### src/rtl/uart_block_framer_pkg.sv
// Shared types and helpers for the UART block framer (rx assembly and tx serializer).
package uart_block_pkg;

  localparam int BYTE_W          = 8;
  // Largest block the byte-select helper can address; blocks are zero-extended to this.
  localparam int MAX_BLOCK_BYTES = 64;
  localparam int MAX_BLK_W       = BYTE_W * MAX_BLOCK_BYTES;

  typedef enum logic [0:0] {
    FILL = 1'b0,
    HOLD = 1'b1
  } rx_state_e;

  typedef enum logic [0:0] {
    T_IDLE = 1'b0,
    T_SEND = 1'b1
  } tx_state_e;

  // Returns wire-order byte idx of a block of nbytes bytes.
  // msb_first=1: idx 0 is the top byte; msb_first=0: idx 0 is bits [7:0].
  function automatic logic [BYTE_W-1:0] sel_byte(input logic [MAX_BLK_W-1:0] block,
                                                 input logic [31:0]          idx,
                                                 input logic [31:0]          nbytes,
                                                 input logic                 msb_first);
    logic [31:0] pos;
    pos = msb_first ? (nbytes - 32'd1 - idx) : idx;
    return block[pos*BYTE_W +: BYTE_W];
  endfunction

endpackage

### src/rtl/uart_block_framer_if.sv
// Byte/block bus of the framer: UART rx bytes in, blocks to/from the core, UART tx bytes out.
//
// Handshakes (blk_out, blk_in, tx): a transfer happens on a rising clk edge where both
// valid and ready are high. Once valid rises, the data is held stable and valid stays
// high until that transfer; ready may come before, with, or after valid.
// rx_strobe is not a handshake: it is a one-cycle pulse with no back-pressure.
interface uart_block_framer_if #(
  parameter int BLOCK_BYTES = 8
);
  logic                     rx_strobe;
  logic [7:0]               rx_byte;
  logic [8*BLOCK_BYTES-1:0] blk_out;
  logic                     blk_out_valid;
  logic                     blk_out_ready;
  logic [8*BLOCK_BYTES-1:0] blk_in;
  logic                     blk_in_valid;
  logic                     blk_in_ready;
  logic [7:0]               tx_byte;
  logic                     tx_valid;
  logic                     tx_ready;

  // Framer side.
  modport master (
    input  rx_strobe, rx_byte, blk_out_ready, blk_in, blk_in_valid, tx_ready,
    output blk_out, blk_out_valid, blk_in_ready, tx_byte, tx_valid
  );

  // UART / cipher-core side.
  modport slave (
    output rx_strobe, rx_byte, blk_out_ready, blk_in, blk_in_valid, tx_ready,
    input  blk_out, blk_out_valid, blk_in_ready, tx_byte, tx_valid
  );
endinterface

### src/rtl/uart_block_framer_serializer.sv
// Tx path: accepts one result block and sends it out byte by byte in wire order.
module block_serializer
  import uart_block_pkg::*;
#(
  parameter int BLOCK_BYTES = 8,
  parameter bit MSB_FIRST   = 1'b1
) (
  input  logic                      clk,
  input  logic                      rst,
  input  logic [8*BLOCK_BYTES-1:0]  blk_i,
  input  logic                      blk_valid_i,
  output logic                      blk_ready_o,
  output logic [BYTE_W-1:0]         tx_byte_o,
  output logic                      tx_valid_o,
  input  logic                      tx_ready_i,
  output tx_state_e                 state_o
);

  localparam int                BLK_W    = BYTE_W * BLOCK_BYTES;
  localparam int                IDX_W    = $clog2(BLOCK_BYTES);
  localparam logic [IDX_W-1:0]  IDX_LAST = IDX_W'(BLOCK_BYTES - 1);

  tx_state_e          state_q, state_d;
  logic [IDX_W-1:0]   cnt_q, cnt_d;
  logic [BLK_W-1:0]   blk_q, blk_d;
  logic [BYTE_W-1:0]  tx_byte_q, tx_byte_d;
  logic [MAX_BLK_W-1:0] ext_in, ext_q;

  // Next state: load a block in T_IDLE, step through its bytes in T_SEND.
  always_comb begin
    state_d   = state_q;
    cnt_d     = cnt_q;
    blk_d     = blk_q;
    tx_byte_d = tx_byte_q;
    ext_in    = '0;
    ext_in[BLK_W-1:0] = blk_i;
    ext_q     = '0;
    ext_q[BLK_W-1:0]  = blk_q;
    case (state_q)
      T_IDLE: begin
        if (blk_valid_i) begin
          blk_d     = blk_i;
          cnt_d     = '0;
          tx_byte_d = sel_byte(ext_in, 32'd0, 32'(BLOCK_BYTES), MSB_FIRST);
          state_d   = T_SEND;
        end
      end
      T_SEND: begin
        if (tx_ready_i) begin
          if (cnt_q == IDX_LAST) begin
            cnt_d   = '0;
            state_d = T_IDLE;
          end else begin
            cnt_d     = cnt_q + IDX_W'(1);
            tx_byte_d = sel_byte(ext_q, 32'(cnt_q) + 32'd1, 32'(BLOCK_BYTES), MSB_FIRST);
          end
        end
      end
      default: state_d = T_IDLE;
    endcase
  end

  // State registers; reset abandons any block in flight.
  always_ff @(posedge clk) begin
    if (rst) begin
      state_q   <= T_IDLE;
      cnt_q     <= '0;
      blk_q     <= '0;
      tx_byte_q <= '0;
    end else begin
      state_q   <= state_d;
      cnt_q     <= cnt_d;
      blk_q     <= blk_d;
      tx_byte_q <= tx_byte_d;
    end
  end

  assign blk_ready_o = (state_q == T_IDLE);
  assign tx_valid_o  = (state_q == T_SEND);
  assign tx_byte_o   = tx_byte_q;
  assign state_o     = state_q;

endmodule

### src/rtl/uart_block_framer.sv
// Byte-to-block framer: assembles rx bytes into blocks for the cipher core and hands
// result blocks to the tx serializer. Stale partial rx blocks are dropped after a timeout.
module uart_block_framer
  import uart_block_pkg::*;
#(
  parameter int BLOCK_BYTES    = 8,
  parameter bit MSB_FIRST      = 1'b1,
  parameter int TIMEOUT_CYCLES = 1_000_000
) (
  input  logic                  clk,
  input  logic                  rst,
  uart_block_framer_if.master   bus,
  output logic [15:0]           blk_count,
  output logic                  overrun,
  output logic                  timeout,
  output rx_state_e             rx_state_o,
  output tx_state_e             tx_state_o
);

  localparam int                BLK_W    = BYTE_W * BLOCK_BYTES;
  localparam int                IDX_W    = $clog2(BLOCK_BYTES);
  localparam logic [IDX_W-1:0]  IDX_LAST = IDX_W'(BLOCK_BYTES - 1);
  localparam int                TO_W     = (TIMEOUT_CYCLES > 1) ? $clog2(TIMEOUT_CYCLES) : 1;
  localparam int                TO_LAST_I = (TIMEOUT_CYCLES > 0) ? TIMEOUT_CYCLES - 1 : 0;
  localparam logic [TO_W-1:0]   TO_LAST  = TO_LAST_I[TO_W-1:0];

  rx_state_e               state_q, state_d;
  logic [IDX_W-1:0]        idx_q, idx_d;
  // Holds the first BLOCK_BYTES-1 bytes; the last byte goes straight into blk_out.
  logic [BLK_W-BYTE_W-1:0] asm_q, asm_d;
  logic [BLK_W-1:0]        shifted;
  logic [BLK_W-1:0]        blk_out_q, blk_out_d;
  logic [15:0]             cnt_q, cnt_d;
  logic [TO_W-1:0]         idle_q, idle_d;
  logic                    overrun_q, overrun_d;
  logic                    timeout_q, timeout_d;

  // Rx next state: shift bytes in while filling, hold the block until the core takes it.
  always_comb begin
    state_d   = state_q;
    idx_d     = idx_q;
    asm_d     = asm_q;
    blk_out_d = blk_out_q;
    cnt_d     = cnt_q;
    idle_d    = idle_q;
    overrun_d = 1'b0;
    timeout_d = 1'b0;
    if (MSB_FIRST) begin
      shifted = {asm_q, bus.rx_byte};
    end else begin
      shifted = {bus.rx_byte, asm_q};
    end
    case (state_q)
      FILL: begin
        if (bus.rx_strobe) begin
          asm_d  = MSB_FIRST ? shifted[BLK_W-BYTE_W-1:0] : shifted[BLK_W-1:BYTE_W];
          idle_d = '0;
          if (idx_q == IDX_LAST) begin
            blk_out_d = shifted;
            idx_d     = '0;
            state_d   = HOLD;
          end else begin
            idx_d = idx_q + IDX_W'(1);
          end
        end else if (TIMEOUT_CYCLES != 0 && idx_q != '0) begin
          if (idle_q == TO_LAST) begin
            idx_d     = '0;
            idle_d    = '0;
            timeout_d = 1'b1;
          end else begin
            idle_d = idle_q + TO_W'(1);
          end
        end
      end
      HOLD: begin
        overrun_d = bus.rx_strobe;
        if (bus.blk_out_ready) begin
          state_d = FILL;
          cnt_d   = cnt_q + 16'd1;
        end
      end
      default: state_d = FILL;
    endcase
  end

  // Rx registers; reset drops any partial block without pulsing overrun/timeout.
  always_ff @(posedge clk) begin
    if (rst) begin
      state_q   <= FILL;
      idx_q     <= '0;
      asm_q     <= '0;
      blk_out_q <= '0;
      cnt_q     <= '0;
      idle_q    <= '0;
      overrun_q <= 1'b0;
      timeout_q <= 1'b0;
    end else begin
      state_q   <= state_d;
      idx_q     <= idx_d;
      asm_q     <= asm_d;
      blk_out_q <= blk_out_d;
      cnt_q     <= cnt_d;
      idle_q    <= idle_d;
      overrun_q <= overrun_d;
      timeout_q <= timeout_d;
    end
  end

  assign bus.blk_out       = blk_out_q;
  assign bus.blk_out_valid = (state_q == HOLD);
  assign blk_count         = cnt_q;
  assign overrun           = overrun_q;
  assign timeout           = timeout_q;
  assign rx_state_o        = state_q;

  logic              ser_ready;
  logic [BYTE_W-1:0] ser_byte;
  logic              ser_valid;

  block_serializer #(
    .BLOCK_BYTES (BLOCK_BYTES),
    .MSB_FIRST   (MSB_FIRST)
  ) u_ser (
    .clk         (clk),
    .rst         (rst),
    .blk_i       (bus.blk_in),
    .blk_valid_i (bus.blk_in_valid),
    .blk_ready_o (ser_ready),
    .tx_byte_o   (ser_byte),
    .tx_valid_o  (ser_valid),
    .tx_ready_i  (bus.tx_ready),
    .state_o     (tx_state_o)
  );

  assign bus.blk_in_ready = ser_ready;
  assign bus.tx_byte      = ser_byte;
  assign bus.tx_valid     = ser_valid;

endmodule

### src/flat_wrapper.sv
// flat-port wrapper written by rule: the top's interface ports become plain ports
module uart_block_framer_flat import uart_block_pkg::*;
#(
  parameter int BLOCK_BYTES    = 8,
  parameter bit MSB_FIRST      = 1'b1,
  parameter int TIMEOUT_CYCLES = 1_000_000
)
  (clk, rst, blk_count, overrun, timeout, rx_state_o, tx_state_o, bus_rx_strobe, bus_rx_byte, bus_blk_out_ready, bus_blk_in, bus_blk_in_valid, bus_tx_ready, bus_blk_out, bus_blk_out_valid, bus_blk_in_ready, bus_tx_byte, bus_tx_valid);
  uart_block_framer_if #(.BLOCK_BYTES(BLOCK_BYTES)) bus_i ();
  input  logic clk;
  input  logic rst;
  output logic [15:0] blk_count;
  output logic overrun;
  output logic timeout;
  output rx_state_e rx_state_o;
  output tx_state_e tx_state_o;
  input wire logic [$bits(bus_i.rx_strobe)-1:0] bus_rx_strobe;
  input wire logic [$bits(bus_i.rx_byte)-1:0] bus_rx_byte;
  input wire logic [$bits(bus_i.blk_out_ready)-1:0] bus_blk_out_ready;
  input wire logic [$bits(bus_i.blk_in)-1:0] bus_blk_in;
  input wire logic [$bits(bus_i.blk_in_valid)-1:0] bus_blk_in_valid;
  input wire logic [$bits(bus_i.tx_ready)-1:0] bus_tx_ready;
  output wire logic [$bits(bus_i.blk_out)-1:0] bus_blk_out;
  output wire logic [$bits(bus_i.blk_out_valid)-1:0] bus_blk_out_valid;
  output wire logic [$bits(bus_i.blk_in_ready)-1:0] bus_blk_in_ready;
  output wire logic [$bits(bus_i.tx_byte)-1:0] bus_tx_byte;
  output wire logic [$bits(bus_i.tx_valid)-1:0] bus_tx_valid;
  assign bus_i.rx_strobe = bus_rx_strobe;
  assign bus_i.rx_byte = bus_rx_byte;
  assign bus_i.blk_out_ready = bus_blk_out_ready;
  assign bus_i.blk_in = bus_blk_in;
  assign bus_i.blk_in_valid = bus_blk_in_valid;
  assign bus_i.tx_ready = bus_tx_ready;
  assign bus_blk_out = bus_i.blk_out;
  assign bus_blk_out_valid = bus_i.blk_out_valid;
  assign bus_blk_in_ready = bus_i.blk_in_ready;
  assign bus_tx_byte = bus_i.tx_byte;
  assign bus_tx_valid = bus_i.tx_valid;
  uart_block_framer #(.BLOCK_BYTES(BLOCK_BYTES), .MSB_FIRST(MSB_FIRST), .TIMEOUT_CYCLES(TIMEOUT_CYCLES)) u_core (.clk(clk), .rst(rst), .bus(bus_i), .blk_count(blk_count), .overrun(overrun), .timeout(timeout), .rx_state_o(rx_state_o), .tx_state_o(tx_state_o));
endmodule
### config.mk
export PLATFORM = sky130hd
export DESIGN_NAME = uart_block_framer_flat
export DESIGN_NICKNAME = d
export VERILOG_FILES = /design/src/rtl/uart_block_framer_pkg.sv /design/src/rtl/uart_block_framer_if.sv /design/src/rtl/uart_block_framer_serializer.sv /design/src/rtl/uart_block_framer.sv /design/src/flat_wrapper.sv
export SDC_FILE = /design/constraint.sdc
export NUM_CORES = 1
export LEC_CHECK = 0
export ABC_AREA = 1
export CORE_MARGIN = 3
export CORE_UTILIZATION = 55
export CTS_CLUSTER_SIZE = 25
export DETAILED_ROUTE_END_ITERATION = 8
export GPL_TIMING_DRIVEN = 0
export PLACE_DENSITY_LB_ADDON = 0.08
export SYNTH_ARGS = -nofsm -noshare
export SYNTH_HDL_FRONTEND = slang
export SYNTH_SLANG_ARGS = --single-unit
### constraint.sdc
create_clock -name clk -period 4.9 [get_ports clk]
set_input_delay 0.735 -clock clk [delete_from_list [all_inputs] [get_ports clk]]
set_output_delay 0.735 -clock clk [all_outputs]
set_load 0.1 [all_outputs]
==> run_results.csv <==
group,metric,value,unit
pwr,p_leak,4.79,nW
clock_tree,cts_resized,0,
job,maxCapViolations,0,
synth,synth_edf_count,0,
cells_and_area,area_growth,29.5,%
routing,avgRoutedWirePerCell,15.5,um
clock_tree,tritoncts,"done",
clock_tree,clock_sinks,238,
clock_tree,cts_root_buf,"clkbuf_16",
floorplanning,num_io_pins,173,
routing,drc,0,
pwr,cellPowerDensity,355,nW/um^2
synth,ys_ff_latch,238,
setup_path,arrival,2.46,ns
global_routing,grt_start_max_net_pins,15,
pwr,vdd_drop_max,0.267,mV
clock_tree,insertion_delay,0.53,ns
synth,syn_avg_cell_area,7.38,um^2
routing,drt_first_pass_iters,5,
setup_path,endpoint_kind,"output pin",
clock_tree,cts_setup_buffers,0,
setup_path,cp.required,4.16,ns
cells_and_area,nets,1594,
global_routing,grt_pass1_vias,8988,
routing,vias_per_cell,5.28,
placed_design,gp_congestion,0.894,
synth,async_flop_share,0,
clock_tree,clk_path_buf_depth,3,
synth,synth_top_flop_cell,"dfxtp_1",
floorplanning,die_y,138,um
timing,worst_pin_slew,1.04,ns
routing,ant_nets,0,
timing,rsz0062_at_grt,"false",
setup_path,ff2ff_setup_slack,2.92,ns
timing,slew_headroom,0.302,
floorplanning,core_area,16900,um^2
synth,yosysTopAreaCellShare,0.494,
setup_path,critPathLaunchType,"flip-flop",
setup_path,worstSetupPathType,"reg2out",
timing,maxSlewViolCount,0,
floorplanning,rows,47,
clock_tree,cts.reportedPaths.clkPinSlew,0.06,ns
synth,synthCells,1307,
pwr,power,4.44,mW
synth,synth_area_leader_cell,"dfxtp_1",
clock_tree,hold_buffers,0,
synth,ys_seq_area_frac,0.494,
global_routing,grt-ovfl-total,0,
timing,finalCritPeriodShare,0.652,
timing,setup_tns,0,ns
timing,clock_skew,0.0121,ns
routing,first_iter_violations,571,
synth,synth_area_leaders,"dfxtp_1 (49%), nor2_1 (9.5%), o21ai_0 (8.5%), nand2_1 (8.2%), a21oi_1 (6.8%)",
synth,syn-cell-area,9650,um^2
synth,synth_most_common_cell,"nor2_1",
global_routing,grt_pass1_wl,44500,um
routing,dr_total_vias,9211,
floorplanning,start_util,0.572,
outcome,status,"finished, final reports clean",
clock_tree,cts_max_level,1,
synth,synth_common_cells,"nor2_1 (243), dfxtp_1 (238), nand2_1 (212)",
timing,fmax,313,MHz
setup_path,critPathMaxFanout,10,
placed_design,post-dp-hpwl,19700,um
cells_and_area,layout-drive-gt1-share,0.0611,
global_routing,grt_util_all_layers,0.275,
floorplanning,dieArea,19200,um^2
timing,finalHoldViolations,0,
worst_hold_path,min_path_type,"reg2reg",
global_routing,grt_antenna_before_repair,3,
synth,synth_cell_types,30,
synth,ys_warn_count,0,
placed_design,placement.io_buffers,172,
routing,drt-total-wl,27000,um
floorplanning,dieWidth,138,um
timing,finalSetupViolCount,0,
clock_tree,cts_buffers,26,
timing,final.min_clock_period,3.20,ns
synth,syn_nets,1394,
==> worst paths after layout <==
kind / from / end / cells past startpoint
worst max-delay path: u_core.u_ser.state_o$_SDFF_PP0_ / bus_blk_in_ready / 3
worst min-delay path: u_core.u_ser.blk_q[60]$_SDFFE_PP0P_ / u_core.u_ser.blk_q[60]$_SDFFE_PP0P_ / 2
worst max register to register: u_core.u_ser.cnt_q[0]$_SDFFE_PP0P_ / u_core.u_ser.tx_byte_o[4]$_SDFFE_PP0P_ / 7
worst min register to register: u_core.u_ser.blk_q[60]$_SDFFE_PP0P_ / u_core.u_ser.blk_q[60]$_SDFFE_PP0P_ / 2
==> critical path: stages, from the launching register on <==
cell and delay (ns):
dfxtp_1 0.39, inv_1 0.11, buf_2 0.24, clkdlybuf4s50_1 1.18
==> area by class of cell <==
type / count / area (um^2)
sequential: 238 / 4760
fill: 1362 / 4380
multi-input combinational: 898 / 4180
timing repair buffer: 172 / 1720
clock buffer: 41 / 777
buffer: 78 / 363
inverter: 93 / 349
tap: 220 / 275
clock inverter: 3 / 65.1
antenna: 2 / 5.00
==> cell families after synthesis <==
family,share of synthesized area
AO/OA/AOI/OAI,0.171
XOR/XNOR,0.00817
adder cells (fa/ha/maj),0.0117
buffers and inverters,0.0738
flip-flops,0.494
multiplexers,0.00104
AND/OR/NAND/NOR,0.240
==> sequential cells by signal (all words and copies together) (netlist names) <==
name and count:
u_core.bus.blk_out 64, u_core.bus.blk_out_valid 1, u_core.timeout 1, u_core.u_ser.blk_q 64
u_core.overrun 1, u_core.u_ser.state_o 1, u_core.idle_q 20, u_core.blk_count 16
u_core.asm_q 56, u_core.u_ser.tx_byte_o 8, u_core.idx_q 3, u_core.u_ser.cnt_q 3
==> report_power, final <==
part	switching (mW)	total [mW]	leakage [nW]	internal (mW)
combinational	0.299	0.469	2.43	0.170
clock	0.755	1.89	0.410	1.14
sequential	0.0555	2.08	1.95	2.02
total	1.11	4.44	4.79	3.33
==> metrics by stage <==
step	hold slack [ns]	util	setup WS, ns	cell area, um^2	std cells
floorplan	0.429	-	2.62	9650	1307
global placement	0.440	0.690	2.26	11600	1699
detailed placement	0.450	0.690	2.23	11600	1699
CTS	0.458	0.740	1.68	12500	1743
global route	0.478	0.740	1.62	12500	1745
finish	0.460	0.740	1.70	12500	1745
==> cell usage in the layout (no fill, tap or decap), drive strengths merged, types with 9 or more instances in the layout <==
cell type	instances
nand4	11
inv	93
clkdlybuf4s50	172
ha	9
nor2	260
nor3	9
buf	27
nand3	54
nand2	221
o21ai	169
dfxtp	238
a21oi	132
clkbuf	92
o211ai	16
==> layer usage <==
| layer | global-route usage | share of wire | vias to the layer above |
|---|---|---|---|
| met1 | 0.353 | 0.43 | 4217 |
| met4 | 0.0816 | 0.029 | 2 |
| li1 | - | - | 4645 |
| met5 | 0 | 0.00048 | - |
| met3 | 0.0580 | 0.068 | 53 |
| met2 | 0.470 | 0.47 | 294 |
Note: power is estimated with default switching activity, not from simulation.
